==> src/rtl/sync_fifo_prog.sv <==
// Single-clock FIFO with programmable almost-full/empty thresholds, arbitrary depth,
// synchronous flush, occupancy output and optional first-word-fall-through read.
module sync_fifo_prog #(
  parameter int FIFO_WIDTH = 16,
  parameter int FIFO_DEPTH = 8,
  parameter int AF_THRESH  = FIFO_DEPTH - 2,
  parameter int AE_THRESH  = 1,
  parameter int FWFT       = 0
) (
  input  logic                            clk,
  input  logic                            rst_n,
  input  logic                            clr,
  input  logic                            wr_en,
  input  logic [FIFO_WIDTH-1:0]           data_in,
  input  logic                            rd_en,
  output logic [FIFO_WIDTH-1:0]           data_out,
  output logic                            rd_valid,
  output logic                            wr_ack,
  output logic                            overflow,
  output logic                            underflow,
  output logic                            full,
  output logic                            empty,
  output logic                            almostfull,
  output logic                            almostempty,
  output logic [$clog2(FIFO_DEPTH+1)-1:0] count
);

  localparam int CW = $clog2(FIFO_DEPTH + 1);
  localparam int PW = $clog2(FIFO_DEPTH);
  localparam logic [CW-1:0] DEPTH_C  = CW'(FIFO_DEPTH);
  localparam logic [CW-1:0] AF_C     = CW'(AF_THRESH);
  localparam logic [CW-1:0] AE_C     = CW'(AE_THRESH);
  localparam logic [PW-1:0] LAST_PTR = PW'(FIFO_DEPTH - 1);

  logic [FIFO_WIDTH-1:0] mem [FIFO_DEPTH];
  logic [PW-1:0]         wr_ptr, rd_ptr;
  logic                  rd_acc, wr_acc;

  assign full        = (count == DEPTH_C);
  assign empty       = (count == '0);
  assign almostfull  = (count >= AF_C) && !full;
  assign almostempty = (count <= AE_C) && !empty;

  // A full FIFO still takes a write when the same cycle pops a word.
  assign rd_acc = rd_en && !empty && !clr;
  assign wr_acc = wr_en && (!full || rd_acc) && !clr;

  always_ff @(posedge clk) begin
    if (wr_acc) mem[wr_ptr] <= data_in;
  end

  always_ff @(posedge clk or negedge rst_n) begin
    if (!rst_n) begin
      wr_ptr    <= '0;
      rd_ptr    <= '0;
      count     <= '0;
      wr_ack    <= 1'b0;
      overflow  <= 1'b0;
      underflow <= 1'b0;
    end else if (clr) begin
      wr_ptr    <= '0;
      rd_ptr    <= '0;
      count     <= '0;
      wr_ack    <= 1'b0;
      overflow  <= 1'b0;
      underflow <= 1'b0;
    end else begin
      if (wr_acc) wr_ptr <= (wr_ptr == LAST_PTR) ? '0 : wr_ptr + 1'b1;
      if (rd_acc) rd_ptr <= (rd_ptr == LAST_PTR) ? '0 : rd_ptr + 1'b1;
      case ({wr_acc, rd_acc})
        2'b10:   count <= count + 1'b1;
        2'b01:   count <= count - 1'b1;
        default: count <= count;
      endcase
      wr_ack    <= wr_acc;
      overflow  <= wr_en && !wr_acc;
      underflow <= rd_en && empty;
    end
  end

  if (FWFT != 0) begin : g_fwft
    // Head word is shown straight from storage; forced to zero while empty.
    assign data_out = empty ? '0 : mem[rd_ptr];
    assign rd_valid = !empty;
  end else begin : g_std
    logic [FIFO_WIDTH-1:0] dout_q;
    logic                  valid_q;

    always_ff @(posedge clk or negedge rst_n) begin
      if (!rst_n) begin
        dout_q  <= '0;
        valid_q <= 1'b0;
      end else begin
        if (rd_acc) dout_q <= mem[rd_ptr];
        valid_q <= rd_acc;
      end
    end

    assign data_out = dout_q;
    assign rd_valid = valid_q;
  end

endmodule
==> config.mk <==
export PLATFORM = sky130hd
export DESIGN_NAME = sync_fifo_prog
export DESIGN_NICKNAME = d
export VERILOG_FILES = /design/src/rtl/sync_fifo_prog.sv
export SDC_FILE = /design/constraint.sdc
export NUM_CORES = 1
export LEC_CHECK = 0
export BUFFER_PORTS_ARGS = -buffer_cell sky130_fd_sc_hd__buf_2
export CORE_UTILIZATION = 43
export DETAILED_ROUTE_END_ITERATION = 8
export GPL_ROUTABILITY_DRIVEN = 0
export SETUP_SLACK_MARGIN = 0.2
export SYNTH_ARGS = -nofsm -noshare
export SYNTH_HDL_FRONTEND = slang
export SYNTH_SLANG_ARGS = --single-unit
==> constraint.sdc <==
create_clock -name clk -period 5.7 [get_ports clk]
set_clock_uncertainty 0.1 [all_clocks]
set_input_delay 0.57 -clock clk [delete_from_list [all_inputs] [get_ports clk]]
set_output_delay 0.57 -clock clk [all_outputs]
set_load 0.005 [all_outputs]
======== After elaboration in Yosys (flattened, before gate mapping) ========
Memories as Yosys holds them, arrays and structs flattened. A register that Yosys moved wholly into a read port is not among the register bits.
Index checks and enable logic that the tools add are counted.
storage, ports and cells
  register bits after elaboration ......... 14
  RAM bits ................................ 128
  bits of input ports ..................... 21
  output and inout bits ................... 28
  memories ................................ 1
memories
  memory  words  width  read ports  clocked after Yosys merged registers in  write ports  line  source
  mem     8      16     1           1                                        1            35    logic [FIFO_WIDTH-1:0] mem [FIFO_DEPTH];
operators by class
  add/sub/neg operators ................... 4
  magnitude comparators ................... 2
  equality and inequality tests ........... 5
  mux-type cells .......................... 13
  reduce and logical (&&, ||, !) cells .... 18
operators with widths
  operator             number
  $mux 3               6
  $logic_and 1x1->1    8
  $pmux 4 s2           1
  $add 3x1->3 const B  2
  $eq 3x3->1 const B   2
  $logic_not 1->1      5
  $mux 1               5
  $add 4x1->4 const B  1
  $eq 4x4->1 const B   1
  $ge 4x3->1 const B   1
  $le 4x1->1 const B   1
  $logic_not 4->1      1
  $mux 4               1
  $reduce_bool 2->1    2
  $sub 4x1->4 const B  1
  $reduce_bool 3->1    1
  $eq 2x1->1 const B   1
  $eq 2x2->1 const B   1
  $logic_or 1x1->1     1

======== Longest topological paths before layout ========
Gate-level depths: netlist of run 1.
  depth in word-level cells ............... 10
  mapped depth ............................ 9
  gate-level depth less buffers ........... 7

======== Worst setup path before layout of run 1 ========
Ideal clock, no wire load.
  path kind ............................... flip-flop to flip-flop
  start point ............................. reg count[1]
  end point ............................... mem mem[0][0] (enable)
  arrival ................................. 2.326 ns
  path slack .............................. 2.865 ns
  cell stages (with the launch flop) ...... 7
  buffers on the path ..................... 0
  period minus slack after synthesis ...... 2.835 ns
  cell sequence ........................... dfrtp_1 -> inv_1 -> ha_1 -> nand3b_1 -> o21a_1 -> nand2b_1 -> nor3_1
on the way
  word-level cells in the longest chain between the ends .. 9
  elaborated cells between the ends (all ways) .. 11
ends and longest elaborated chain
  item                                line  source
  start: declaration                  25    output logic [$clog2(FIFO_DEPTH+1)-1:0] count
  start signal: assignment            71    2'b10: count <= count + 1'b1;
  start signal: assignment            72    2'b01: count <= count - 1'b1;
  start signal: assignment            73    default: count <= count;
  $logic_not 4->1                     40    assign empty = (count == '0);
  $logic_not 1->1                     45    assign rd_acc = rd_en && !empty && !clr;
  $logic_and 1x1->1 (2 in a row)      45
  $logic_or 1x1->1 (*)                46    assign wr_acc = wr_en && (!full || rd_acc) && !clr;
  $logic_and 1x1->1 (*) (2 in a row)  46
  $mux 1 (*)                          49    if (wr_acc) mem[wr_ptr] <= data_in;
  $mux 1 (not written as such) (*)    49
  end: declaration                    35
Every way passes the cells marked *; elsewhere a longest branch is shown, timed or not.

======== Worst setup path in the final report of run 1 ========
  start point ............................. reg count[1]
  end point ............................... out empty
on the way
  word-level cells in the longest chain between the ends .. 1
ends and longest elaborated chain
  item              line  source
  $logic_not 4->1   40
  end: declaration  22    output logic empty,
Every way passes these cells.

==> run summary, run 1 <==
Status: completed
Fin util: 50.9%
Reg power frac: 48.6%
Peak supply drop: 230 uV
Clock power frac: 36.7%
Total of max-cap violations: 0
Min-delay worst type: in -> async
First-pass GRT wire length: 20,000 um
FF+latch count, synth: 158
Layout cell share with drive strength beyond 1: 20.0%
Worst skew pair latency: 0.42 ns
Worst Path Arrival: 1.98 ns
Die height: 123 um
Max Clk Rate: 378 MHz
Async S/R FF share, synth: 19.0%
Top cell type by total area after synthesis: edfxtp_1
Fin crit share: 46.4%
Post-Route Setup TNS: 0 ns
Vias post-DR: 3,526
Fillers: 1,223
ANT nets after route: 0
Share of the synthesized area in the top cell type: 60.6%
Vias in the first global route: 3,481
Core area: 14,500 um^2
Post-DP HPWL: 7440 um
Dpl cells: 634
Longest Clk Path Bufs: 2
TritonCTS clock tree: done
Final Hold Vio Count: 0
Worst hold slack: 0.129 ns
Sequential area share after synthesis: 72.4%
Die Span X: 123 um
Total Routed Length: 12,900 um
Clk sinks: 158
Crit end category: output port
Area of the multi-input gates: 1650 um^2
Total Routing Usage GR: 18.6%
Root Driver: clkbuf_16
CTS Hold Bufs: 0
Ys flop type: edfxtp_1
Combinational fraction of design power: 14.7%
Syn nets: 441
Storage element area: 4600 um^2
H-Tree Depth: 4
Largest net degree at the start of global routing: 65
I/O pins: 49
Main area contributors after synthesis: edfxtp_1, dfrtp_1, mux2i_1
M1 WL: 5760 um
Critical path class: reg -> out
CP Max Fanout: 9
TritonRoute pass-1 iters: 6
Non-filler cells in the finished layout: 665
Die area: 15,200 um^2
Critical Path Source Type: register
EDFF count, synth: 128
Setup Buffers After CTS: 0
DRC: 0
Post_cts resized: 0
Area delta synth->final: 16.1%
Std-Cell Rows: 44
Minimum clock period after layout: 2.65 ns
Data required, critical path: 5.03 ns
I/O Buffers: 48
Nets@finish: 497
Clock transition at path regs: 0.06 ns
Number of buffers created by CTS: 17
WL met3: 488 um
Leak: 0.00264 uW
Grt ovf: 0
DR iter-0 viols: 258
Antenna cells: 0
RSZ-0062 raised after global routing: no
WL met2: 6520 um
Switching share of power: 25.5%
Sw Pwr: 724 uW
Internal: 2110 uW
Final slew viol count: 0
Pwr Density: 385 nW/um^2
Worst-margin pin slew: 1.13 ns
DR top layer: met4
Post-Syn Area per Cell: 15.4 um^2
Syn Inst Count: 413
Starting Density: 43.8%
Routed WL per cell: 19.4 um
Setup violators final: 0
Yosys warns: 0
Max_slew headroom: 24.9%
Post-Synthesis Cell Area: 6350 um^2
Cell variety after synth: 35
Number of antenna violations at the first check in global routing: 0
DR vias/cell: 5.30
[worst paths after layout]
path | slack, ns | to | startpoint | cells past startpoint
hold reg to reg | 0.37 | data_out[12] | data_out[12] | 2
max in group asynchronous | 4.81 | rd_ptr[1] | rst_n | 1
min in group clk | 0.32 | mem[3][0] | data_in[0] | 1
setup reg to reg | 3.09 | mem[7][0] | count[1] | 7
setup / recovery | 3.05 | empty | count[1] | 5
hold / removal | 0.13 | rd_ptr[0] | rst_n | 1
[Yosys cell counts, types with 2 or more instances]
library cell,instances
or3_1,3
a22oi_1,32
and2_1,2
nand2b_1,6
clkbuf_1,11
o31ai_1,2
nor2_1,18
buf_2,10
a21oi_1,4
nand3_1,18
a211oi_1,2
xor2_1,3
or4_1,2
inv_2,4
nor3_1,2
mux2i_1,67
o21ai_1,3
nor2b_1,5
edfxtp_1,128
nand2_1,39
inv_1,3
ha_1,7
dfrtp_1,30
[cell type report]
type                            count  share of cell area (%)
Clock inverter                     10                    1.21
Tap cell                          184                    3.12
Timing Repair Buffer               58                    4.28
Sequential cell                   158                    62.4
Inverter                            7                   0.357
Multi-Input combinational cell    227                    22.4
Clock buffer                       21                    6.25
[worst max-delay path, stage by stage, from the launching register on]
cell     delay, ns
dfrtp_1       0.46
inv_1         0.12
ha_1          0.31
or3b_1        0.50
inv_2         0.07
buf_2         0.11
[layout by cell type, fill, tap and decap left out, types with 2 or more instances in the layout]
| cell type | n |
|---|---|
| clkbuf_16 | 17 |
| nand3_1 | 18 |
| clkinvlp_4 | 5 |
| ha_1 | 7 |
| buf_2 | 48 |
| mux2i_1 | 67 |
| a21oi_1 | 4 |
| or3_1 | 3 |
| dfrtp_1 | 29 |
| edfxtp_1 | 128 |
| nor2b_1 | 3 |
| inv_1 | 3 |
| o21ai_1 | 3 |
| nand2b_1 | 6 |
| clkbuf_1 | 2 |
| a22oi_1 | 32 |
| nor3_2 | 2 |
| clkinv_1 | 2 |
| a211oi_1 | 2 |
| nor2b_2 | 2 |
| nand2_1 | 39 |
| xor2_1 | 3 |
| clkbuf_8 | 2 |
| inv_2 | 4 |
| buf_4 | 10 |
| or4_1 | 2 |
| and2_1 | 2 |
| o31ai_1 | 2 |
| nor2_1 | 18 |
[per-stage QoR]
stage	setup WS, ns	power [uW]	cell area (um^2)
3_3_place_gp	3.11	1820	6820
6_report	3.05	2840	7370
3_5_place_dp	3.04	1830	6820
5_1_grt	2.82	2970	7370
2_1_floorplan	2.86	1650	6350
4_1_cts	3.03	2870	7370
[power by group through the flow]
| stage | logic (uW) | registers [uW] | clock network [uW] |
|---|---|---|---|
| finish | 416 | 1380 | 1040 |
| global route | 470 | 1390 | 1110 |
| CTS | 426 | 1380 | 1060 |
| detailed placement | 425 | 1400 | 0 |
| global placement | 416 | 1400 | 0 |
| floorplan | 248 | 1400 | 0 |
[sequential cells by signal, summed over array words and instances (netlist names)]
name / count
count: 4
data_out: 16
mem: 128
overflow: 1
rd_ptr: 3
rd_valid: 1
underflow: 1
wr_ack: 1
wr_ptr: 3
[metal layers]
metal / track usage (%) / vias to the layer above
met1: 24.0 / 1769
met4: 6.10 / 0
li1: - / 1678
met3: 4.06 / 8
met2: 31.3 / 71
met5: 0 / -
[cell families after synthesis]
family          Yosys count  synth area share [%]
flops                   158                  72.4
simple gates            101                  7.45
mux                      68                  10.7
compound gates           48                  5.76
buf+inv                  28                  1.85
fa+ha+maj                 7                  1.38
xor+xnor                  3                 0.414
(Power assumes the default switching activity.)
==> run 2, diff against run 1 <==
- ABC_AREA: unset -> 1
- clock period: 5.7 -> 2.55 ns (I/O delays scaled with it)
==> run summary, run 2 <==
Syn nets: 560 (was 441)
Number of buffers created by CTS: 17 (unchanged)
Most common cell after layout, fill and taps aside: edfxtp_1 (unchanged)
Total Routing Usage GR: 19.1% (was 18.6%)
EDFF count, synth: 128 (unchanged)
CP Launch Point: count[0] (was count[1])
DR iter-0 viols: 271 (was 258)
Core area: 14,600 um^2 (was 14,500 um^2)
Crit-path cells: inv_1 > ha_1 > inv_1 > nor2_2 > nand2_2 > o21ai_4 > nor2_4 > nand2_2 > nor2_1 > buf_12 (was inv_1 > ha_1 > or3b_1 > inv_2 > buf_2)
ANT nets after route: 0 (unchanged)
Status: completed (unchanged)
Starting Density: 44.3% (was 43.8%)
Leak: 0.00287 uW (was 0.00264 uW)
Worst Path Buf+Inv: 3 (unchanged)
Post-place setup slack: 0.192 ns (was 3.04 ns)
Top cell type by total area after synthesis: edfxtp_1 (unchanged)
Most frequent cells in the layout: edfxtp_1, nor2_1, o21ai_0 (was edfxtp_1, mux2i_1, buf_2)
Post-DP HPWL: 8790 um (was 7440 um)
Vias post-DR: 4,132 (was 3,526)
Pwr Density: 920 nW/um^2 (was 385 nW/um^2)
Reg2reg start: count[0] (was count[1])
Critical Path Source Type: register (unchanged)
RR Endpoint: mem[4][8] (was mem[7][0])
Fin crit share: 89.4%
Largest net degree at the start of global routing: 67 (was 65)
Setup violators final: 0 (unchanged)
Routed WL per cell: 17.9 um (was 19.4 um)
Top-count cell post-synth: edfxtp_1 (unchanged)
H-Tree Depth: 4 (unchanged)
Layout cell share with drive strength beyond 1: 18.3% (was 20.0%)
Delay-heaviest family, CP: simple AND/OR/NAND/NOR gates (unchanged)
Critical path class: reg -> reg (was reg -> out)
Hold Crit Start: data_in[5]
Longest Clk Path Bufs: 2 (unchanged)
Crit end category: register (was output port)
Area delta synth->final: 17.2% (was 16.1%)
DR vias/cell: 5.29 (was 5.30)
Peak supply drop: 468 uV (was 230 uV)
Largest register FFs: 128 (unchanged)
RSZ-0062 raised after global routing: yes (was no)
Std-Cell Rows: 44 (unchanged)
Main area contributors after synthesis: edfxtp_1, dfrtp_1, nor2_1 (was edfxtp_1, dfrtp_1, mux2i_1)
Ys flop type: edfxtp_1 (unchanged)
Fin util: 52.0% (was 50.9%)
Nets@finish: 612 (was 497)
First-pass GRT wire length: 22,200 um (was 20,000 um)
TritonRoute pass-1 iters: 5 (was 6)
R2R Setup Slk: 0.27 ns (was 3.09 ns)
I/O Buffers: 48 (unchanged)
Worst-margin pin slew: 0.701 ns (was 1.13 ns)
Final slew viol count: 0 (unchanged)
FF+latch count, synth: 158 (unchanged)
Clock transition at path regs: 0.06 ns (about the same)
Worst hold path endpoint: mem[5][5]
Clk sinks: 158 (unchanged)
Worst path setup slack after routing: 0.270 ns (was 3.05 ns)
Top reg by flops: mem (unchanged)
Yosys warns: 0 (unchanged)
Hold path depth: 1
Slowest-stage cell, CP: dfrtp_2 (was or3b_1)
Max_slew headroom: 53.3% (was 24.9%)
Antenna cells: 0 (unchanged)
Post-Route Setup TNS: 0 ns (unchanged)
Min-delay worst type: in -> reg (was in -> async)
Max Clk Rate: 439 MHz
Post-DP Area: 6970 um^2 (was 6820 um^2)
Worst Path Arrival: 2.31 ns (was 1.98 ns)
Die Span X: 125 um (was 123 um)
Die height: 125 um (was 123 um)
Post-Synthesis Cell Area: 6470 um^2 (was 6350 um^2)
Async S/R FF share, synth: 19.0% (unchanged)
Data required, critical path: 2.58 ns (was 5.03 ns)
DRC: 0 (unchanged)
Sequential area share after synthesis: 71.0% (was 72.4%)
Vias in the first global route: 3,958 (was 3,481)
Cell variety after synth: 30 (was 35)
Final instance area: 7580 um^2 (was 7370 um^2)
Grt ovf: 0 (unchanged)
Minimum clock period after layout: 2.28 ns
Top cells by instance count after synthesis: edfxtp_1, nor2_1, o21ai_0 (was edfxtp_1, mux2i_1, nand2_1)
Total of max-cap violations: 0 (unchanged)
Die area: 15,500 um^2 (was 15,200 um^2)
I/O pins: 49 (unchanged)
TritonCTS clock tree: done (unchanged)
Root Driver: clkbuf_16 (unchanged)
CP max stage delay: 0.44 ns (was 0.50 ns)
Number of antenna violations at the first check in global routing: 0 (unchanged)
Syn Inst Count: 532 (was 413)
Worst R2R Path Depth: 10 (was 7)
Total Routed Length: 14,000 um (was 12,900 um)
Share of the synthesized area in the top cell type: 59.4% (was 60.6%)
Worst skew pair latency: 0.42 ns (about the same)
Post-Syn Area per Cell: 12.2 um^2 (was 15.4 um^2)
CP Max Fanout: 16 (was 9)
Final Hold Vio Count: 0 (unchanged)
-- run 2: cell count changes in the layout (fill, tap and decap cells not counted), moves of 8 or more --
cell	previous run	this run
o21ai_0	0	70
o211ai_1	0	32
a22oi_1	32	0
nand2_1	39	63
inv_1	3	14
mux2i_1	67	0
nor2_1	18	106
buf_4	10	1
buf_12	0	8
-- run 2: stage by stage --
step	cells	hold slack (ns)	total power (uW)
3_5_place_dp	748	0.255	4540
2_1_floorplan	532	-0.141	4030
6_report	781	0.0246	6980
3_3_place_gp	748	0.246	4500
5_1_grt	781	0.0287	7330
4_1_cts	781	0.0131	7030
-- run 2: how the worst max path moves through the flow --
stage | endpoint | cells past startpoint
finish | mem[4][8] | 10
global route | mem[6][9] | 10
CTS | mem[4][5] | 10
detailed placement | mem[4][12] | 10
global placement | mem[0][10] | 10
floorplan | mem[0][0] | 9
-- run 2: area by class of cell --
cell class | instances | area, um^2
Clock buffer | 19 | 433
Clock inverter | 13 | 148
Fill cell | 1233 | 7010
Inverter | 16 | 62.6
Multi-Input combinational cell | 330 | 1660
Sequential cell | 158 | 4600
Tap cell | 184 | 230
Timing Repair Buffer | 61 | 452
-- run 2: timing repair --
item                       in CTS  in global routing
hold buffers                    1                  0
hold endpoints to repair       30                  0
resized for setup               1                  6
setup endpoints to repair      32                128
setup buffers                   0                  0
-- run 2: report_power, final --
part	switching, uW	internal, uW
clock network	970	1520
registers	142	2990
logic	869	485
total	1980	5000
-- run 2: kinds of logic (layout without fill, tap and decap cells) --
family / count (synthesis) / count (layout) / synth area share [%]
AND/OR/NAND/NOR: 215 / 215 / 14.3
buffers and inverters: 44 / 109 / 3.44
flip-flops: 158 / 158 / 71.0
AO/OA/AOI/OAI: 107 / 107 / 9.75
adder cells (fa/ha/maj): 7 / 7 / 1.35
XOR/XNOR: 1 / 1 / 0.135
-- run 2: metal layers --
metal  global-route usage (%)  routed length [um]
met5                        0                   0
met4                     6.17                 170
met3                     4.90                 682
met2                     28.3                6390
met1                     27.6                6750
==> run 3, diff against run 2 <==
- CTS_BUF_LIST: unset -> sky130_fd_sc_hd__clkbuf_8
==> run summary, run 3 (synthesis results as in run 2) <==
Leak: 0.00284 uW (was 0.00287 uW)
Worst Path Arrival: 2.32 ns (was 2.31 ns)
DRC: 0 (unchanged)
RSZ-0062 raised after global routing: yes (unchanged)
Busiest layer in global routing: met2 (unchanged)
Critical Path Source Type: register (unchanged)
Area delta synth->final: 15.8% (was 17.2%)
Clock power frac: 28.9% (was 35.7%)
Pwr Density: 844 nW/um^2 (was 920 nW/um^2)
Reg power frac: 49.4% (was 44.9%)
TritonCTS clock tree: done (unchanged)
Die height: 125 um (unchanged)
Pwr Total: 6320 uW (was 6980 uW)
ANT nets after route: 0 (unchanged)
Grt ovf: 0 (unchanged)
Post-DP HPWL: 8790 um (unchanged)
Post-Route Setup TNS: 0 ns (unchanged)
CP Max Fanout: 16 (unchanged)
Minimum clock period after layout: 2.26 ns (was 2.28 ns)
Most frequent cells in the layout: edfxtp_1, nor2_1, o21ai_0 (unchanged)
Switching share of power: 29.9% (was 28.4%)
Vias in the first global route: 3,962 (was 3,958)
I/O Buffers: 48 (unchanged)
Met3 Track Usage GR: 3.65% (was 4.90%)
Die area: 15,500 um^2 (unchanged)
Worst skew pair latency: 0.45 ns (was 0.42 ns)
Starting Density: 44.3% (unchanged)
Core area: 14,600 um^2 (unchanged)
Critical path class: reg -> reg (unchanged)
Status: completed (unchanged)
Peak supply drop: 333 uV (was 468 uV)
Final slew viol count: 0 (unchanged)
Clock transition at path regs: 0.08 ns (was 0.06 ns)
Top reg by flops: mem (unchanged)
Total Routing Usage GR: 18.9% (was 19.1%)
Fin crit share: 88.5% (was 89.4%)
Layout cell share with drive strength beyond 1: 18.4% (was 18.3%)
DR iter-0 viols: 307 (was 271)
Data required, critical path: 2.61 ns (was 2.58 ns)
Crit end category: register (unchanged)
Largest net degree at the start of global routing: 67 (unchanged)
Worst hold path endpoint: mem[4][4] (was mem[5][5])
Grt met2 use: 28.0% (was 28.3%)
Routed WL per cell: 17.5 um (was 17.9 um)
Setup violators final: 0 (unchanged)
Total Routed Length: 13,900 um (was 14,000 um)
Number of buffers created by CTS: 17 (unchanged)
Combinational fraction of design power: 21.7% (was 19.4%)
DR vias/cell: 5.24 (was 5.29)
Final Hold Vio Count: 0 (unchanged)
Internal: 4430 uW (was 5000 uW)
Vias post-DR: 4,149 (was 4,132)
Sw Pwr: 1890 uW (was 1980 uW)
Worst-margin pin slew: 0.705 ns (was 0.701 ns)
Worst R2R Path Depth: 10 (unchanged)
Total of max-cap violations: 0 (unchanged)
Max_slew headroom: 53.0% (was 53.3%)
R2R Setup Slk: 0.29 ns (was 0.27 ns)
Most common cell after layout, fill and taps aside: edfxtp_1 (unchanged)
Clk sinks: 158 (unchanged)
Nets@finish: 623 (was 612)
I/O pins: 49 (unchanged)
Std-Cell Rows: 44 (unchanged)
H-Tree Depth: 4 (unchanged)
Reg2reg start: count[0] (unchanged)
TritonRoute pass-1 iters: 6 (was 5)
Largest register FFs: 128 (unchanged)
Min-delay worst type: in -> reg (unchanged)
Die Span X: 125 um (unchanged)
Met1 GRT Util: 27.5% (was 27.6%)
Max Clk Rate: 443 MHz (was 439 MHz)
Hold Crit Start: data_in[4] (was data_in[5])
Number of antenna violations at the first check in global routing: 0 (unchanged)
First-pass GRT wire length: 22,000 um (was 22,200 um)
Longest Clk Path Bufs: 2 (unchanged)
Antenna cells: 0 (unchanged)
Hold path depth: 1 (unchanged)
Root Driver: clkbuf_8 (was clkbuf_16)
RR Endpoint: mem[4][8] (unchanged)
-- run 3: cell types whose count changed in the layout (fill, tap and decap cells not counted) --
cell	change
clkbuf_16	-17
clkbuf_8	+17
dlygate4sd3_1	+8
buf_4	+4
clkbuf_1	-2
inv_1	+2
buf_6	-1
-- run 3: how the worst max path moves through the flow --
stage	start	depth (start not counted)	endpoint	slack, ns
after floorplan	count[0]	9	mem[0][0]	0.03
after global placement	count[0]	10	mem[0][10]	0.33
after detailed placement	count[0]	10	mem[4][12]	0.19
after CTS	count[1]	10	mem[4][5]	0.25
after global routing	count[0]	10	mem[6][8]	0.19
final	count[0]	10	mem[4][8]	0.29
-- run 3: power by group through the flow --
stage	clock (uW)	sequential, uW	combinational (uW)
floorplan	0	3160	873
CTS	1870	3130	1370
finish	1830	3120	1370
detailed placement	0	3180	1350
global placement	0	3170	1330
global route	1970	3150	1560
-- run 3: metrics by stage --
| stage | std cells | cell area [um^2] | utilization, % | setup slack [ns] | hold slack, ns |
|---|---|---|---|---|---|
| after CTS | 789 | 7450 | 51.1 | 0.249 | 0.00116 |
| after detailed placement | 748 | 6970 | 47.8 | 0.192 | 0.255 |
| after floorplan | 532 | 6470 | - | 0.0300 | -0.141 |
| after global placement | 748 | 6970 | 47.8 | 0.333 | 0.246 |
| final | 792 | 7490 | 51.3 | 0.294 | 0.0219 |
| after global routing | 792 | 7490 | 51.3 | 0.186 | 0.00667 |
-- run 3: cell type report --
type / count / area [um^2]
fillers: 1255 / 7100
flip-flops and latches: 158 / 4600
multi-input cells: 330 / 1660
repair buffers: 72 / 551
clock buffers: 17 / 234
well taps: 184 / 230
clock inverters: 15 / 155
inverters: 16 / 62.6
-- run 3: timing repair --
| action | 4_1_cts | 5_1_grt |
|---|---|---|
| endpoints found under the setup margin | 32 | 128 |
| setup buffers | 0 | 3 |
| hold buffers | 9 | 0 |
| endpoints found under the hold margin | 73 | 0 |
| pin swaps | 0 | 0 |
| gates resized for setup | 1 | 5 |
-- run 3: critical path, stage by stage, from the launching register on --
cell and delay [ns]:
dfrtp_2 0.42, inv_1 0.10, ha_1 0.27, inv_1 0.09, nor2_2 0.04, nand2_2 0.12
o21ai_4 0.08, nor2_4 0.17, nand2_2 0.13, nor2_1 0.22, buf_12 0.19
-- run 3: layer usage --
| metal | share of wire [%] | up-vias |
|---|---|---|
| met1 | 47 | 2027 |
| met3 | 5.8 | 14 |
| met2 | 46 | 106 |
| met5 | 0 | - |
| li1 | - | 2002 |
| met4 | 1.4 | 0 |
